`src/rtl/codificador_pkg.sv`:
```
// Shared definitions for the SECDED (8,4) encoder: codeword bit positions,
// input-buffer occupancy states and the single parity definition, which the
// encoder and any decoder-side checker both call.
package codificador_pkg;

  // Codeword bit positions
  localparam int unsigned POS_P1 = 0;
  localparam int unsigned POS_P2 = 1;
  localparam int unsigned POS_D0 = 2;
  localparam int unsigned POS_P3 = 3;
  localparam int unsigned POS_D1 = 4;
  localparam int unsigned POS_D2 = 5;
  localparam int unsigned POS_D3 = 6;
  localparam int unsigned POS_PT = 7;

  // Occupancy of the 2-entry input buffer
  typedef enum logic [1:0] {
    VACIO = 2'd0,
    UNO   = 2'd1,
    DOS   = 2'd2
  } estado_fifo_t;

  // Hamming(7,4) plus an overall even-parity bit
  function automatic logic [7:0] calc_secded(input logic [3:0] d);
    logic [7:0] w;
    w         = '0;
    w[POS_D0] = d[0];
    w[POS_D1] = d[1];
    w[POS_D2] = d[2];
    w[POS_D3] = d[3];
    w[POS_P1] = d[0] ^ d[1] ^ d[3];
    w[POS_P2] = d[0] ^ d[2] ^ d[3];
    w[POS_P3] = d[1] ^ d[2] ^ d[3];
    w[POS_PT] = ^w[6:0];
    return w;
  endfunction

endpackage

```
`src/rtl/codificador_secded_fifo_2x4.sv`:
```
// fifo_2x4: two-entry, 4-bit FIFO with an explicit occupancy FSM.
// listo_o is registered from the next occupancy, so it does not look ahead
// at a same-cycle pop: a full buffer refuses data for that whole cycle.
module fifo_2x4
  import codificador_pkg::*;
(
  input  logic       clk,
  input  logic       rst_n,
  input  logic       push_i,
  input  logic       pop_i,
  input  logic [3:0] dato_i,
  output logic [3:0] cabeza_o,
  output logic       vacio_o,
  output logic       listo_o
);

  estado_fifo_t estado_q, estado_d;
  logic [3:0]   mem_q [2];
  logic         wr_q, rd_q;
  logic         listo_q;
  logic         push_ok, pop_ok;

  assign push_ok = push_i && (estado_q != DOS);
  assign pop_ok  = pop_i  && (estado_q != VACIO);

  // Next occupancy: push and pop on the same edge cancel out
  always_comb begin
    estado_d = estado_q;
    if (push_ok && !pop_ok) begin
      case (estado_q)
        VACIO:   estado_d = UNO;
        UNO:     estado_d = DOS;
        default: estado_d = estado_q;
      endcase
    end else if (pop_ok && !push_ok) begin
      case (estado_q)
        DOS:     estado_d = UNO;
        UNO:     estado_d = VACIO;
        default: estado_d = estado_q;
      endcase
    end
  end

  // Occupancy, pointers and registered ready flag
  always_ff @(posedge clk or negedge rst_n) begin
    if (!rst_n) begin
      estado_q <= VACIO;
      wr_q     <= 1'b0;
      rd_q     <= 1'b0;
      listo_q  <= 1'b0;
    end else begin
      estado_q <= estado_d;
      listo_q  <= (estado_d != DOS);
      if (push_ok) wr_q <= ~wr_q;
      if (pop_ok)  rd_q <= ~rd_q;
    end
  end

  // Storage needs no reset: occupancy alone decides what is valid
  always_ff @(posedge clk) begin
    if (push_ok) mem_q[wr_q] <= dato_i;
  end

  assign cabeza_o = mem_q[rd_q];
  assign vacio_o  = (estado_q == VACIO);
  assign listo_o  = listo_q;

endmodule

```
`src/rtl/codificador_secded.sv`:
```
// codificador_secded: streaming SECDED (8,4) encoder with valid/ready on
// both sides, a 2-entry input buffer, a registered output word and a
// delivered-word counter.
// Optional macro INYECCION_ERROR_EN adds the mascara_error port, XORed into
// the codeword when the output register loads.
module codificador_secded
  import codificador_pkg::*;
#(
  parameter int unsigned ANCHO_CONT = 8
) (
  input  logic                  reloj,
  input  logic                  reinicio_n,
  input  logic [3:0]            dato,
  input  logic                  dato_valido,
  output logic                  dato_listo,
  output logic [7:0]            palabra,
  output logic                  palabra_valida,
  input  logic                  palabra_lista,
`ifdef INYECCION_ERROR_EN
  input  logic [7:0]            mascara_error,
`endif
  output logic [ANCHO_CONT-1:0] contador
);

  logic [3:0]            cabeza;
  logic                  fifo_vacio, fifo_listo;
  logic                  push, pop;
  logic [7:0]            mascara;
  logic [7:0]            palabra_q, palabra_d;
  logic                  valida_q;
  logic [ANCHO_CONT-1:0] contador_q;

  assign push = dato_valido && fifo_listo;
  // Loading the output register is what removes the head from the buffer
  assign pop  = !fifo_vacio && (!valida_q || palabra_lista);

`ifdef INYECCION_ERROR_EN
  assign mascara = mascara_error;
`else
  assign mascara = '0;
`endif

  assign palabra_d = calc_secded(cabeza) ^ mascara;

  fifo_2x4 u_fifo (
    .clk      (reloj),
    .rst_n    (reinicio_n),
    .push_i   (push),
    .pop_i    (pop),
    .dato_i   (dato),
    .cabeza_o (cabeza),
    .vacio_o  (fifo_vacio),
    .listo_o  (fifo_listo)
  );

  // Output register: load on pop, drop valid when consumed with nothing behind
  always_ff @(posedge reloj or negedge reinicio_n) begin
    if (!reinicio_n) begin
      palabra_q <= '0;
      valida_q  <= 1'b0;
    end else if (pop) begin
      palabra_q <= palabra_d;
      valida_q  <= 1'b1;
    end else if (palabra_lista) begin
      valida_q  <= 1'b0;
    end
  end

  // Count every delivered codeword, wrapping naturally
  always_ff @(posedge reloj or negedge reinicio_n) begin
    if (!reinicio_n) begin
      contador_q <= '0;
    end else if (valida_q && palabra_lista) begin
      contador_q <= contador_q + ANCHO_CONT'(1);
    end
  end

  assign dato_listo     = fifo_listo;
  assign palabra        = palabra_q;
  assign palabra_valida = valida_q;
  assign contador       = contador_q;

endmodule

```
`config.mk`:
```
export PLATFORM = sky130hd
export DESIGN_NAME = codificador_secded
export DESIGN_NICKNAME = d
export VERILOG_FILES = /design/src/rtl/codificador_pkg.sv /design/src/rtl/codificador_secded_fifo_2x4.sv /design/src/rtl/codificador_secded.sv
export SDC_FILE = /design/constraint.sdc
export NUM_CORES = 1
export LEC_CHECK = 0
export ABC_CLOCK_PERIOD_IN_PS = 2080
export BUFFER_PORTS_ARGS = -buffer_cell sky130_fd_sc_hd__buf_2
export CORE_UTILIZATION = 48
export CTS_CLUSTER_DIAMETER = 120
export DETAILED_ROUTE_END_ITERATION = 8
export HOLD_SLACK_MARGIN = 0.03
export PLACE_DENSITY = 0.69
export SYNTH_ARGS = -nofsm -noshare
export SYNTH_HDL_FRONTEND = slang
export SYNTH_HIERARCHICAL = 1
export SYNTH_SLANG_ARGS = --single-unit
export TNS_END_PERCENT = 100
```
`constraint.sdc`:
```
create_clock -name reloj -period 2.08 [get_ports reloj]
set_clock_uncertainty 0.05 [all_clocks]
set_input_delay 0.416 -clock reloj [delete_from_list [all_inputs] [get_ports reloj]]
set_output_delay 0.416 -clock reloj [all_outputs]
set_load 0.05 [all_outputs]
```
==> results.md, run 1 <==
* Worst reg-to-reg setup slack at 290 ps
* Fraction of the yosys area taken by sequential cells at 0.594
* Clk_lat worst skew at 320 ps
* Startpoint types: flop
* DRT iter0 DRCs at 11
* Top post-synthesis cells by area: dfrtp_1, edfxtp_1, mux2_2
* I/O pin cnt at 26
* CTS tree: built
* GRT Util Overall at 0.178
* Synthesized Nets at 109
* Max-cap viol count at 0
* Worst hold path depth at 1
* Htree depth at 2
* Slew Limit Fails at 0
* Endpoints failing setup at 0
* Grt total ovfl at 0
* Maximum clock path buffer count at 2
* Antenna Cells at 0
* Num CTS Buffers at 5
* Row cnt at 18
* Simple logic cell fraction of the synthesized area at 0.0987
* RSZ-0062 raised after global routing: no
* DR WL/cell at 13.6 um
* Post-route insts no fill at 162
* Synth Area in Compound Gates at 0.0263
* DP HPWL at 1610 um
* Sequential Area at 791 um^2
* Min-delay src: dato[0]
* Wirelength, routed at 2200 um
* CP delay by family, top: flip-flops
* Worst flop-to-flop path startpoint: u_fifo/estado_q[1]$_DFF_PN0_
* Layout Utilization at 0.615
* Critical Path Slowest Stage Cell: dfrtp_1
* Critical path capture point type: flop
* Worst-Margin Slew at 486 ps
* Post-synth ARST share at 0.733
* Final hold vios at 0
* Cells after synthesis at 97
* FMAX at 0.558 GHz
* WHS Endpoint: u_fifo/mem_q[0][0]$_DFFE_PP_
* HP Class: input pin to flop
* Largest net degree at the start of global routing at 23
* Share of cells above drive strength 1 at 0.386
* Core ar. at 2540 um^2
* DRC Markers at 0
* Crit path kind: flop to flop
* Largest stage delay, worst path at 450 ps
* Final period demand of the worst path at 1790 ps
* Outcome: complete, no violations
* Die outline height at 54.7 um
* R2r endpoint: u_fifo/listo_o$_DFF_PN0_
* CP cell instances: inv_1 -> ha_1 -> nor2_1 -> mux2_4 -> a221oi_2 -> nand3_2
* Post-Synth XOR/XNOR Area at 0.105
* Final setup TNS at 0 ps
* Final cycle utilization of the critical path at 0.862
* Yosys top cell by area: dfrtp_1
* GPL Wtd Cong at 0.705
* CP Data Required Time at 2220 ps
* Vias after detailed routing at 832
* Top cell type's share of synthesized area at 0.414
* Fillers at 217
* Ys flop type: dfrtp_1
* Critical path data arrival time at 1930 ps
* Crit path max fanout at 6
* Worst R2R Path Depth at 6
* Root buf cell: clkbuf_4
* Post-synthesis mux area share at 0.121
* Port Buf Inserts at 25
* Die Wd at 54.7 um
* Synth Area in Adders at 0.0376
* Cell variety after synth at 24
* Drt via density at 5.14
* Count leader, synth: dfrtp_1
* Relative max-transition margin at 0.676
* PostCTS Resize Cnt at 0
* Initial antenna violation count at 0
* Count of nets after finishing at 144
* Inst Count DP at 154
* Synth Cell Area at 1330 um^2
* Most instantiated cells after synthesis: dfrtp_1, xnor2_1, mux2_2
* Area of the multi-input gates at 518 um^2
* Initial core utilization at 0.523
* Synth warn at 6
* First-pass GRT wire length at 3480 um
* Vias in the first global route at 776
* Largest family of logic cells by synthesized area: multiplexers
* Die Area at 2990 um^2
* CTS sink count at 30
* Area grow syn2layout at 17.5%
* Clk slew on worst S/H paths at 90 ps
* Syn Area/Cell at 13.7 um^2
* #FFs+latches synth at 30
* DRT antenna net count at 0
* Worst Path Buf+Inv at 1
* DR pass1 iterations at 4
* Post-synth EDFFs at 8
==> registers in the layout, summed over array words and instances (netlist names) <==
register / count
palabra: 8
palabra_valida: 1
u_fifo/mem_q: 8
contador: 8
u_fifo/estado_q: 2
u_fifo/listo_o: 1
u_fifo/wr_q: 1
u_fifo/rd_q: 1
==> kinds of logic (layout without fill, tap and decap cells) <==
kind of cell	after synthesis	in the layout
AO/OA/AOI/OAI	4	4
flip-flops	30	30
XOR/XNOR	16	16
adder cells (fa/ha/maj)	4	4
buffers and inverters	6	41
AND/OR/NAND/NOR	23	23
multiplexers	14	14
==> metal layers <==
layer,GRT usage,vias to the layer above,share of wire
met1,0.207,397,0.41
met3,0.0583,8,0.043
met5,0,-,0
met2,0.277,22,0.52
met4,0.115,0,0.026
li1,-,405,-
==> metrics by stage <==
stage,area [um^2],hold slack [ps],setup slack (ps)
global route,1560,208,162
finish,1560,231,288
CTS,1560,212,286
detailed placement,1510,366,311
floorplan,1330,70.4,159
global placement,1510,362,376
==> layout by cell type (no fill, tap or decap), drive strengths merged, types with 2 or more instances in the layout <==
cell,instances
buf,27
clkbuf,7
dfrtp,22
edfxtp,8
ha,4
inv,6
mux2,14
nand2,6
nand3,2
nand4,2
nor2,5
nor3,2
xnor2,14
xor2,2
==> how the worst max path moves through the flow <==
stage / startpoint / to / slack (ps) / cells past startpoint
after floorplan: u_fifo/estado_q[1]$_DFF_PN0_ / u_fifo/listo_o$_DFF_PN0_ / 160 / 7
after global placement: dato_valido / u_fifo/listo_o$_DFF_PN0_ / 380 / 6
after detailed placement: u_fifo/estado_q[1]$_DFF_PN0_ / u_fifo/listo_o$_DFF_PN0_ / 310 / 6
after CTS: u_fifo/estado_q[1]$_DFF_PN0_ / u_fifo/listo_o$_DFF_PN0_ / 290 / 6
after global routing: u_fifo/estado_q[1]$_DFF_PN0_ / u_fifo/listo_o$_DFF_PN0_ / 160 / 7
final: u_fifo/estado_q[1]$_DFF_PN0_ / u_fifo/listo_o$_DFF_PN0_ / 290 / 6
==> repair_timing <==
action	in CTS	in global routing
endpoints found under the hold margin	22	0
setup buffers	0	0
hold buffers	1	0
==> area by class of cell <==
type	instances	share of cell area
Sequential cell	30	0.506
Inverter	6	0.0144
Timing Repair Buffer	28	0.0960
Clock buffer	7	0.0288
Multi-Input combinational cell	61	0.331
Tap cell	30	0.0240
Power of run 1 is not shown: default switching activity piles up to over one toggle a cycle in this logic, so the estimate is an artifact.
==> run 2: changes to the inputs <==
--- a/config.mk
+++ b/config.mk
@@ -11,9 +11,8 @@
 export CTS_CLUSTER_DIAMETER = 120
 export DETAILED_ROUTE_END_ITERATION = 8
 export HOLD_SLACK_MARGIN = 0.03
-export PLACE_DENSITY = 0.69
+export PLACE_DENSITY_LB_ADDON = 0.25
 export SYNTH_ARGS = -nofsm -noshare
 export SYNTH_HDL_FRONTEND = slang
-export SYNTH_HIERARCHICAL = 1
 export SYNTH_SLANG_ARGS = --single-unit
 export TNS_END_PERCENT = 100
==> run 2 against run 1 <==
  * Sequential share of layout area down 0.72 points
  * Final area is 1.4% higher
  * Via count fell by 0.60%
  * First-iteration DRC count decreased by 36%
==> results.md, run 2 <==
* Crit path kind: flop to flop
* Post-synth EDFFs at 8
* GRT Util Overall at 0.160
* Antenna Cells at 0
* Post-synth ARST share at 0.733
* Num CTS Buffers at 5
* DP HPWL at 1510 um
* Vias after detailed routing at 827
* Root buf cell: clkbuf_4
* DRC Markers at 0
* Worst Slack Setup Final at 472 ps
* Crit path max fanout at 5
* HP Class: input pin to flop
* Clk slew on worst S/H paths at 90 ps
* Most instantiated cells after synthesis: dfrtp_1, nand2_1, o21ai_0
* FMAX at 0.622 GHz
* Simple logic cell fraction of the synthesized area at 0.125
* Ys flop type: dfrtp_1
* Post-CTS Setup Inserts at 0
* Largest net degree at the start of global routing at 23
* CTS tree: built
* RSZ-0062 raised after global routing: no
* Yosys top cell by area: dfrtp_1
* Design area at 1590 um^2
* Cell variety after synth at 23
* Synthesized Nets at 118
* Fraction of the yosys area taken by sequential cells at 0.587
* Outcome: complete, no violations
* Critical path capture point type: flop
* Top cell type's share of synthesized area at 0.409
* Most frequent cells in the layout: buf_2, dfrtp_1, nand2_1
* Slew Limit Fails at 0
* DRT iter0 DRCs at 7
* Syn Area/Cell at 12.8 um^2
* CP cell instances: inv_1 -> ha_1 -> nand3b_4 -> and3_4 -> nor3_2 -> a221oi_2 -> nand2b_1
* Final period demand of the worst path at 1610 ps
* Synth warn at 0
* Die Wd at 55.0 um
* Die outline height at 55.0 um
* DP Area at 1500 um^2
* Commonest non-fill, non-tap cell in the layout: buf_2
* Maximum clock path buffer count at 2
* Critical path data arrival time at 1770 ps
* Area grow syn2layout at 17.8%
* #FFs+latches synth at 30
* DR pass1 iterations at 4
* Synth Area in Compound Gates at 0.0716
* Port Buf Inserts at 25
* Synth Cell Area at 1350 um^2
* Share of cells above drive strength 1 at 0.314
* First-pass GRT wire length at 3220 um
* Worst-Margin Slew at 470 ps
* Post-Synth XOR/XNOR Area at 0.111
* Worst Path Buf+Inv at 1
* Core ar. at 2570 um^2
* Cells after synthesis at 105
* Dpl ws at 457 ps
* Vias in the first global route at 767
* Count of nets after finishing at 149
* Largest stage delay, worst path at 400 ps
* Htree depth at 2
* Drt via density at 4.95
* Relative max-transition margin at 0.687
* DR WL/cell at 11.7 um
* Largest family of logic cells by synthesized area: simple AND/OR/NAND/NOR gates
* Critical Path Slowest Stage Cell: dfrtp_1
* Clk_lat worst skew at 320 ps
* CP Data Required Time at 2250 ps
* I/O pin cnt at 26
* Initial core utilization at 0.524
* Startpoint types: flop
* Initial antenna violation count at 0
* Synth Area in Adders at 0.0465
* Wirelength, routed at 1950 um
* WHS at 222 ps
* Row cnt at 18
* Count leader, synth: dfrtp_1
* Post-synthesis mux area share at 0.0381
* CTS sink count at 30
* Final hold vios at 0
* Max-cap viol count at 0
* GPL Wtd Cong at 0.695
* Final setup TNS at 0 ps
* Die Area at 3020 um^2
* Endpoints failing setup at 0
* Grt total ovfl at 0
* Top post-synthesis cells by area: dfrtp_1, edfxtp_1, xor2_1
* DRT antenna net count at 0
* Final cycle utilization of the critical path at 0.773
* CP delay by family, top: simple AND/OR/NAND/NOR gates
-- run 2: cell types whose count changed after synthesis, moves of 3 or more --
cell	change
mux2_2	-12
and3_1	+3
xor2_1	+7
mux2i_1	+4
o21ai_0	+9
nor2_1	-3
xnor2_1	-6
nand2_1	+7
-- run 2: kinds of logic (layout without fill, tap and decap cells) --
logic type | Yosys count | in the layout
XOR/XNOR | 17 | 17
adder cells (fa/ha/maj) | 5 | 5
flip-flops | 30 | 30
AO/OA/AOI/OAI | 13 | 13
AND/OR/NAND/NOR | 28 | 28
buffers and inverters | 7 | 39
multiplexers | 5 | 5
-- run 2: cell type report --
cell class | instances | area (um^2)
repair buffers | 26 | 135
multi-input cells | 68 | 527
well taps | 30 | 37.5
flip-flops and latches | 30 | 791
clock buffers | 5 | 37.5
inverters | 5 | 18.8
clock inverters | 3 | 40.0
fillers | 207 | 981
-- run 2: final timing paths --
kind | from | end | slack [ps] | cells after the start
setup / recovery | u_fifo.estado_q[0]$_DFF_PN0_ | u_fifo.listo_o$_DFF_PN0_ | 470 | 7
hold / removal | dato[0] | u_fifo.mem_q[0][0]$_DFFE_PP_ | 220 | 1
setup reg to reg | u_fifo.estado_q[0]$_DFF_PN0_ | u_fifo.listo_o$_DFF_PN0_ | 470 | 7
hold reg to reg | contador[7]$_DFFE_PN0P_ | contador[7]$_DFFE_PN0P_ | 420 | 1
max in group asynchronous | reinicio_n | contador[1]$_DFFE_PN0P_ | 1140 | 2
min in group asynchronous | reinicio_n | contador[7]$_DFFE_PN0P_ | 520 | 2
-- run 2: metrics by stage --
step / cells / util
2_1_floorplan: 105 / -
3_3_place_gp: 158 / 0.584
3_5_place_dp: 158 / 0.584
4_1_cts: 167 / 0.618
5_1_grt: 167 / 0.618
6_report: 167 / 0.618
-- run 2: per-layer routing --
metal,vias up,share of wire,track usage
met5,-,0,0
met4,0,0.026,0.100
met3,7,0.056,0.0628
met2,20,0.45,0.243
met1,382,0.47,0.188
li1,418,-,-
-- run 2: repair_timing --
item / 4_1_cts / 5_1_grt
resized for setup: 0 / 0
hold buffers: 1 / 0
hold endpoints to repair: 22 / 0
Power of run 2 is left out for the same reason.
==> run 3: changes to the inputs <==
--- a/config.mk
+++ b/config.mk
@@ -5,7 +5,8 @@
 export SDC_FILE = /design/constraint.sdc
 export NUM_CORES = 1
 export LEC_CHECK = 0
-export ABC_CLOCK_PERIOD_IN_PS = 2080
+export ABC_AREA = 1
+export ABC_CLOCK_PERIOD_IN_PS = 1600
 export BUFFER_PORTS_ARGS = -buffer_cell sky130_fd_sc_hd__buf_2
 export CORE_UTILIZATION = 48
 export CTS_CLUSTER_DIAMETER = 120
==> constraint.sdc (replaced) <==
create_clock -name reloj -period 1.6 [get_ports reloj]
set_clock_uncertainty 0.05 [all_clocks]
set_input_delay 0.32 -clock reloj [delete_from_list [all_inputs] [get_ports reloj]]
set_output_delay 0.32 -clock reloj [all_outputs]
set_load 0.05 [all_outputs]
==> run 3 against run 2 <==
  * The flow now finishes with violations (design-rule violations)
  * Final area rose by 7.7%
  * Sequential share of layout area fell by 3.5 points
  * Sequential cell count is the same
  * Utilization down 1.4 points
  * Synthesized cell count is 49% higher
  * Setup slack worse by 370 ps
  * Final cell count increased by 32%
  * First-iteration DRC count rose to 5.4 times the previous value
  * Largest cell class unchanged
==> results.md, run 3 <==
* FMAX at 0.668 GHz
* DR WL/cell at 11.4 um
* Wirelength, routed at 2510 um
* CTS tree: built
* Clk slew on worst S/H paths at 90 ps
* Synthesized Nets at 169
* Core ar. at 2830 um^2
* Die Wd at 57.2 um
* Critical path capture point type: flop
* Cells after synthesis at 156
* Startpoint types: flop
* Crit path max fanout at 4
* DRC Markers at 2
* Vias in the first global route at 1052
* DR pass1 iterations at 6
* WHS at 122 ps
* Root buf cell: clkbuf_4
* Initial core utilization at 0.517
* Final period demand of the worst path at 1500 ps
* Count leader, synth: nand2_1
* Top post-synthesis cells by area: dfrtp_1, edfxtp_1, nand2_1
* Count of nets after finishing at 202
* GPL Wtd Cong at 0.792
* Final cycle utilization of the critical path at 0.936
* Num CTS Buffers at 5
* Clk_lat worst skew at 330 ps
* First-pass GRT wire length at 4210 um
* Commonest non-fill, non-tap cell in the layout: nand2_1
* CTS sink count at 30
* Yosys top cell by area: dfrtp_1
* Fraction of the yosys area taken by sequential cells at 0.541
* Initial antenna violation count at 0
* Post-route insts no fill at 221
* Synth warn at 0
* Most frequent cells in the layout: nand2_1, buf_2, dfrtp_1
* Largest net degree at the start of global routing at 23
* Relative max-transition margin at 0.665
* DRT iter0 DRCs at 38
* Drt via density at 4.88
* Die outline height at 57.2 um
* Most instantiated cells after synthesis: nand2_1, dfrtp_1, inv_1
* Row cnt at 19
* Post-synth EDFFs at 8
* GRT Util Overall at 0.174
* #FFs+latches synth at 30
* Crit path kind: flop to flop
* Post-synth ARST share at 0.733
* Vias after detailed routing at 1078
* Endpoints failing setup at 0
* Outcome: finished, violations left
* Synth Cell Area at 1460 um^2
* Htree depth at 2
* Worst-Margin Slew at 502 ps
* DP HPWL at 1820 um
* Slew Limit Fails at 0
* Die Area at 3270 um^2
* Grt total ovfl at 0
* Syn Area/Cell at 9.38 um^2
* Max-cap viol count at 0
* HP Class: input pin to flop
* Antenna Cells at 0
* Top cell type's share of synthesized area at 0.376
* I/O pin cnt at 26
* Cell variety after synth at 23
* DRT antenna net count at 0
* Share of cells above drive strength 1 at 0.274
* Failing checks: design-rule violations
* Port Buf Inserts at 25
* Final hold vios at 0
* Area grow syn2layout at 16.9%
* Critical path data arrival time at 1460 ps
* CP Data Required Time at 1560 ps
* Inst Count DP at 211
* Maximum clock path buffer count at 2
* Ys flop type: dfrtp_1
-- run 3: area by class of cell --
class	instances	area, um^2
fill	268	1120
sequential	30	792
multi-input combinational	103	586
timing repair buffer	28	154
inverter	21	78.8
clock buffer	7	55.1
tap	31	38.8
clock inverter	1	5.00
-- run 3: final timing paths --
path | end | cells past startpoint | slack [ps] | from
max in group asynchronous | u_fifo.rd_q$_DFFE_PN0P_ | 2 | 710 | reinicio_n
max reg2reg | u_fifo.mem_q[0][1]$_DFFE_PP_ | 5 | 100 | u_fifo.estado_q[0]$_DFF_PN0_
min | u_fifo.mem_q[1][0]$_DFFE_PP_ | 1 | 120 | dato[0]
max | u_fifo.mem_q[0][1]$_DFFE_PP_ | 5 | 100 | u_fifo.estado_q[0]$_DFF_PN0_
min reg2reg | palabra[4]$_DFFE_PN0P_ | 2 | 430 | palabra[4]$_DFFE_PN0P_
min in group asynchronous | contador[2]$_DFFE_PN0P_ | 2 | 430 | reinicio_n
-- run 3: kinds of logic after synthesis --
kind of cell	Yosys count	share of synthesized area
AND/OR/NAND/NOR	83	0.263
XOR/XNOR	6	0.0359
adder cells (fa/ha/maj)	5	0.0428
AO/OA/AOI/OAI	9	0.0488
buffers and inverters	23	0.0693
flip-flops	30	0.541
-- run 3: through the flow --
step                       util  TNS (ps)  area, um^2  setup slack, ps
after floorplan               -         0        1460             86.4
after global placement    0.570         0        1610              134
after detailed placement  0.570         0        1610             62.2
after CTS                 0.594         0        1680             41.8
after global routing      0.604     -28.8        1710            -21.1
final                     0.604         0        1710              103
-- run 3: repair_timing --
action / in CTS / in global routing
endpoints found under the hold margin: 22 / 0
buffers inserted: 0 / 1
hold buffers: 1 / 0
endpoints found under the setup margin: 0 / 11
resized for setup: 0 / 7
-- run 3: critical path, stage by stage (launching register included) --
cell and delay (ps):
dfrtp_1 380, inv_2 70, ha_2 210, inv_1 50, nand3_1 130, nor2_1 290
-- run 3: routing by layer --
metal,wire length (um),part of all wire,global-route usage,vias up
li1,-,-,-,555
met1,1110,0.44,0.204,493
met2,1260,0.50,0.274,27
met3,106,0.042,0.0476,3
met4,36,0.014,0.129,0
met5,0,0,0,-
Power of run 3 is left out for the same reason.
